$ cat src/rtl/bbox_pkg.sv
// Shared types and constants for the star bounding-box sequencer.
// Contents: sequencer state encoding, error codes, default coordinate width.
package bbox_pkg;

    localparam int unsigned DEFAULT_COORD_W = 3;
    localparam int unsigned ERR_W           = 2;

    typedef enum logic [2:0] {
        IDLE,
        TB_START,
        TB_WAIT,
        LR_ARM,
        LR_WAIT,
        CHECK,
        OUTPUT
    } seqState_t;

    localparam logic [ERR_W-1:0] ERR_OK   = ERR_W'(0);
    localparam logic [ERR_W-1:0] ERR_TB   = ERR_W'(1);
    localparam logic [ERR_W-1:0] ERR_LR   = ERR_W'(2);
    localparam logic [ERR_W-1:0] ERR_GEOM = ERR_W'(3);

endpackage

$ cat src/rtl/phase_timer.sv
// Per-phase watchdog: counts enabled cycles since the last clear and flags
// the cycle in which the count reaches TIMEOUT-1.
// Ports: clk, resetn (sync, active-low), clear, enable, expired.
module phase_timer #(
    parameter int unsigned TIMEOUT = 64
) (
    input  logic clk,
    input  logic resetn,
    input  logic clear,
    input  logic enable,
    output logic expired
);

    localparam int unsigned CNT_W = 8;
    localparam logic [CNT_W-1:0] LAST = CNT_W'(TIMEOUT - 1);

    logic [CNT_W-1:0] count;

    // Saturates at LAST so a phase that lingers never wraps the count.
    always_ff @(posedge clk) begin
        if (!resetn) begin
            count <= '0;
        end else if (clear) begin
            count <= '0;
        end else if (enable && (count != LAST)) begin
            count <= count + CNT_W'(1);
        end
    end

    assign expired = enable && (count == LAST);

endmodule

$ cat src/rtl/bbox_sequencer.sv
// Frame-level controller for the star bounding-box pipeline: runs the
// top/bottom finder, launches both edge scanners, gathers their results,
// checks geometry and hands one bounding box per frame to a valid/ready sink.
// Ports: clk/resetn; start/busy; tb_start, tb_done, tb_top/bottom/mid to the
// top/bottom finder; lr_go, lr_top/bottom/mid, left/right_found,
// most_left/right to the edge scanners; bbox_valid/ready, bbox_* and err_code
// on the result side.
module bbox_sequencer
    import bbox_pkg::*;
#(
    parameter int unsigned COORD_W = DEFAULT_COORD_W,
    parameter int unsigned TIMEOUT = 64
) (
    input  logic               clk,
    input  logic               resetn,
    input  logic               start,
    output logic               busy,
    output logic               tb_start,
    input  logic               tb_done,
    input  logic [COORD_W-1:0] tb_top,
    input  logic [COORD_W-1:0] tb_bottom,
    input  logic [COORD_W-1:0] tb_mid,
    output logic               lr_go,
    output logic [COORD_W-1:0] lr_top,
    output logic [COORD_W-1:0] lr_bottom,
    output logic [COORD_W-1:0] lr_mid,
    input  logic               left_found,
    input  logic               right_found,
    input  logic [COORD_W-1:0] most_left,
    input  logic [COORD_W-1:0] most_right,
    output logic               bbox_valid,
    input  logic               bbox_ready,
    output logic [COORD_W-1:0] bbox_top,
    output logic [COORD_W-1:0] bbox_bottom,
    output logic [COORD_W-1:0] bbox_left,
    output logic [COORD_W-1:0] bbox_right,
    output logic [ERR_W-1:0]   err_code
);

    seqState_t          state;
    logic               blank;      // first cycle of a wait phase
    logic               lCap;
    logic               rCap;
    logic [COORD_W-1:0] leftVal;
    logic [COORD_W-1:0] rightVal;

    logic               leftHit;
    logic               rightHit;
    logic               lDone;
    logic               rDone;
    logic [COORD_W-1:0] leftNext;
    logic [COORD_W-1:0] rightNext;
    logic               geomBad;
    logic               timerClear;
    logic               timerEnable;
    logic               expired;

    // Capture qualification, geometry check and watchdog control.
    always_comb begin
        leftHit     = (state == LR_WAIT) && !blank && !lCap && left_found;
        rightHit    = (state == LR_WAIT) && !blank && !rCap && right_found;
        lDone       = lCap || leftHit;
        rDone       = rCap || rightHit;
        leftNext    = lCap ? leftVal : most_left;
        rightNext   = rCap ? rightVal : most_right;
        geomBad     = (lr_top > lr_bottom) || (leftVal > lr_mid) || (lr_mid > rightVal);
        timerClear  = (state == TB_START) || (state == LR_ARM);
        timerEnable = (state == TB_WAIT) || (state == LR_WAIT);
    end

    phase_timer #(
        .TIMEOUT (TIMEOUT)
    ) u_timer (
        .clk     (clk),
        .resetn  (resetn),
        .clear   (timerClear),
        .enable  (timerEnable),
        .expired (expired)
    );

    // Sequencer FSM with registered outputs and capture registers.
    always_ff @(posedge clk) begin
        if (!resetn) begin
            state       <= IDLE;
            blank       <= 1'b0;
            lCap        <= 1'b0;
            rCap        <= 1'b0;
            leftVal     <= '0;
            rightVal    <= '0;
            busy        <= 1'b0;
            tb_start    <= 1'b0;
            lr_go       <= 1'b0;
            lr_top      <= '0;
            lr_bottom   <= '0;
            lr_mid      <= '0;
            bbox_valid  <= 1'b0;
            bbox_top    <= '0;
            bbox_bottom <= '0;
            bbox_left   <= '0;
            bbox_right  <= '0;
            err_code    <= ERR_OK;
        end else begin
            tb_start <= 1'b0;
            lr_go    <= 1'b0;
            blank    <= 1'b0;
            case (state)
                IDLE: begin
                    if (start) begin
                        state    <= TB_START;
                        tb_start <= 1'b1;
                        busy     <= 1'b1;
                        lCap     <= 1'b0;
                        rCap     <= 1'b0;
                    end
                end
                TB_START: begin
                    state <= TB_WAIT;
                    blank <= 1'b1;
                end
                TB_WAIT: begin
                    if (!blank && tb_done) begin
                        lr_top    <= tb_top;
                        lr_bottom <= tb_bottom;
                        lr_mid    <= tb_mid;
                        lr_go     <= 1'b1;
                        state     <= LR_ARM;
                    end else if (expired) begin
                        // No fresh seeds: report the previously held ones.
                        err_code    <= ERR_TB;
                        bbox_top    <= lr_top;
                        bbox_bottom <= lr_bottom;
                        bbox_left   <= lr_mid;
                        bbox_right  <= lr_mid;
                        bbox_valid  <= 1'b1;
                        state       <= OUTPUT;
                    end
                end
                LR_ARM: begin
                    state <= LR_WAIT;
                    blank <= 1'b1;
                end
                LR_WAIT: begin
                    if (leftHit) begin
                        lCap    <= 1'b1;
                        leftVal <= most_left;
                    end
                    if (rightHit) begin
                        rCap     <= 1'b1;
                        rightVal <= most_right;
                    end
                    if (lDone && rDone) begin
                        state <= CHECK;
                    end else if (expired) begin
                        // Missing side falls back to the row seed.
                        err_code    <= ERR_LR;
                        bbox_top    <= lr_top;
                        bbox_bottom <= lr_bottom;
                        bbox_left   <= lDone ? leftNext : lr_mid;
                        bbox_right  <= rDone ? rightNext : lr_mid;
                        bbox_valid  <= 1'b1;
                        state       <= OUTPUT;
                    end
                end
                CHECK: begin
                    err_code    <= geomBad ? ERR_GEOM : ERR_OK;
                    bbox_top    <= lr_top;
                    bbox_bottom <= lr_bottom;
                    bbox_left   <= leftVal;
                    bbox_right  <= rightVal;
                    bbox_valid  <= 1'b1;
                    state       <= OUTPUT;
                end
                OUTPUT: begin
                    if (bbox_ready) begin
                        bbox_valid <= 1'b0;
                        busy       <= 1'b0;
                        state      <= IDLE;
                    end
                end
                default: begin
                    state <= IDLE;
                    busy  <= 1'b0;
                end
            endcase
        end
    end

endmodule
$ cat config.mk
export PLATFORM = sky130hd
export DESIGN_NAME = bbox_sequencer
export DESIGN_NICKNAME = d
export VERILOG_FILES = /design/src/rtl/bbox_pkg.sv /design/src/rtl/phase_timer.sv /design/src/rtl/bbox_sequencer.sv
export SDC_FILE = /design/constraint.sdc
export NUM_CORES = 1
export LEC_CHECK = 0
export ABC_AREA = 1
export CAP_MARGIN = 20
export CORE_MARGIN = 1
export CORE_UTILIZATION = 52
export CTS_CLUSTER_DIAMETER = 200
export DETAILED_ROUTE_END_ITERATION = 10
export PLACE_DENSITY = 0.81
export SLEW_MARGIN = 25
export SYNTH_ARGS = -nofsm -noshare
export SYNTH_HDL_FRONTEND = slang
export SYNTH_SLANG_ARGS = --single-unit
export TNS_END_PERCENT = 10
$ cat constraint.sdc
create_clock -name clk -period 2.2 [get_ports clk]
set_input_delay 0.44 -clock clk [delete_from_list [all_inputs] [get_ports clk]]
set_output_delay 0.44 -clock clk [all_outputs]
set_load 0.02 [all_outputs]
==> metrics.md <==
| Metric | Value |
|---|---|
| Outcome | finished clean |
| Initial antenna violation count | 0 |
| Share of layout cells above drive strength 1 | 0.0708 |
| Asr flop ratio synth | 0 |
| Clock sink count | 47 |
| Starting Density | 0.539 |
| Switching part of the total | 0.352 |
| Cts repair resizes | 0 |
| Post-synth EDFFs | 0 |
| Combinational power share | 0.375 |
| Diode count | 0 |
| Post-route worst setup slack | 0.260 ns |
| Routed wire length | 5.64 mm |
| Largest net degree at the start of global routing | 22 |
| Period utilization | 0.882 |
| Post-synth top area cell | dfxtp_1 |
| PortBufs | 48 |
| Pint | 1920 uW |
| Max-Cap Viols | 0 |
| DPL Wire Length | 4.23 mm |
| Post-synth top cells | nand2_1, inv_1, nor2_1 |
| Setup CP Type | register to register |
| First-iteration detailed-routing DRC count | 115 |
| Slew @ Worst Pin | 0.377 ns |
| Sum of negative setup slack | 0 ns |
| Switching power | 1040 uW |
| Vias/cell | 4.98 |
| PwrDens | 923 nW/um^2 |
| Overflow after GRT | 0 |
| Share of the synthesized area in the top cell type | 0.372 |
| Worst min-delay path class | register to register |
| Leak | 0.00145 uW |
| Max layer used | met4 |
| H-Tree Level Count | 2 |
| Seq/Total Area, Yosys | 0.372 |
| Mean post-synth cell area | 6.57 um^2 |
| GRT Total Usage | 0.236 |
| Wire length per cell | 11.5 um |
| Hold Fails Final Rpt | 0 |
| Clk slew on worst S/H paths | 0.09 ns |
| Post-CTS Setup Bufs | 0 |
| Core ar. | 4690 um^2 |
| Largest cells by area after synthesis | dfxtp_1, nand2_1, inv_1 |
| Clk pwr share | 0.255 |
| DR WL met3 | 191 um |
| Worst Setup SP | u_timer.count[0] |
| Setup slack at placement | 0.0797 ns |
| Flop2flop setup slack | 0.26 ns |
| # IOs | 49 |
| Worst EP arrival | 2.15 ns |
| Total CTS buffers | 5 |
| Chip width | 71.8 um |
| # DRC | 0 |
| Wire length on met1 | 2.67 mm |
| Max IR drop VDD | 0.471 mV |
| Yosys reg bits | 47 |
| Reg power frac | 0.370 |
| DIE AREA | 5150 um^2 |
| Die Ht | 71.8 um |
| Most common cell in the netlist | nand2_1 |
| TritonRoute pass-1 iters | 4 |
| Worst Setup End Kind | register |
| Antenna-violating nets left | 0 |
| Tmin final | 1.94 ns |
| CTS root buffer | clkbuf_8 |
| Top_reg_cell synth | dfxtp_1 |
| Hold wc startpoint | busy |
| Number of global-route vias before repair | 2,277 |
| Syn Nets | 417 |
| Slew headroom | 0.748 |
| Area grow syn2layout | 26.7% |
| Final Wtd Congestion | 0.934 |
| Synthesized area | 2530 um^2 |
| Fmax | 516 MHz |
| Synth Instances | 385 |
| Final Slew Violations | 0 |
| CP Max Fanout | 18 |
| Met2 wire length | 2.66 mm |
| Clk Latency, worst-skew pair | 0.31 ns |
| Syn. warnings | 0 |
| Final nets | 469 |
| Longest Clk Path Bufs | 2 |
| Synth unique cells | 33 |
| Vias | 2,450 |
| First-pass GRT wire length | 9.63 mm |
| Row count | 25 |
| TritonCTS clock tree | yes |
| Worst R2R Start | u_timer.count[0] |
| Skew final | 0.00659 ns |
| Final setup fails | 0 |
| WP data required | 2.41 ns |
| Cts hold-fix bufs | 0 |
| Unrepaired setup endpoints after global routing | false |
| Startpoint Class | register |
## flip-flops by register name, summed over array words and instances, names as in the netlist, 3 cells and up
name	flops
bbox_bottom	3
u_timer.count	8
bbox_right	3
leftVal	3
lr_bottom	3
rightVal	3
state	3
bbox_top	3
lr_top	3
bbox_left	3
lr_mid	3
## critical path, stage by stage (launching register included)
cell	delay (ns)
dfxtp_1	0.38
ha_1	0.20
nand2_1	0.08
nor2_1	0.16
inv_1	0.07
nor2_1	0.27
nor2_4	0.10
nor2_4	0.12
nand2_4	0.13
buf_4	0.19
nor2_1	0.11
nor2_1	0.04
## per-layer routing
layer	GRT usage	up-vias
li1	-	1313
met1	0.292	1078
met2	0.399	47
met3	0.0549	12
met4	0.0915	0
met5	0	-
## cell type report
cell class                 instances  area, um^2
sequential                        47         941
timing repair buffer              53         518
inverter                          60         225
clock inverter                     3        67.6
clock buffer                       5        68.8
multi-input combinational        270        1320
fill                             421        1480
tap                               54        67.6
## final timing paths
| path | end | depth (start not counted) |
|---|---|---|
| worst max-delay path | bbox_left[0] | 11 |
| worst min-delay path | busy | 2 |
| worst max register to register | bbox_left[0] | 11 |
| worst min register to register | busy | 2 |
## stage by stage
stage	hold slack [ns]	std cells	util	power, uW	cell area, um^2
after floorplan	0.439	385	-	1840	2530
after global placement	0.449	484	0.655	2190	3070
after detailed placement	0.454	484	0.655	2220	3070
after CTS	0.470	492	0.684	2970	3210
after global routing	0.490	492	0.684	3140	3210
final	0.469	492	0.684	2960	3210
## logic make-up (layout without fill, tap and decap cells)
| logic type | after synthesis | count (layout) | synth area share |
|---|---|---|---|
| compound gates | 59 | 59 | 0.120 |
| xor+xnor | 1 | 1 | 0.00346 |
| fa+ha+maj | 10 | 10 | 0.0494 |
| buf+inv | 68 | 121 | 0.107 |
| flops | 47 | 47 | 0.372 |
| simple gates | 200 | 200 | 0.348 |
## power by group through the flow
stage	combinational, uW	sequential (uW)	clock [uW]
detailed placement	1100	1120	0
floorplan	610	1230	0
CTS	1110	1100	767
finish	1110	1100	754
global placement	1080	1110	0
global route	1240	1110	795
## cells in the final DEF (no fill, tap or decap), types with 3 or more instances in the layout
cell type,synthesis,final
clkinv_1,3,3
o21ai_1,6,6
o21ai_0,26,26
a21oi_1,23,23
buf_4,1,5
nand3_1,21,21
nand2_1,106,106
ha_1,10,10
inv_2,4,4
nor3_1,3,3
clkbuf_8,0,5
nor2_1,52,52
clkdlybuf4s50_1,0,48
inv_1,53,53
dfxtp_1,47,47
Note: power is estimated with default switching activity, not from simulation.
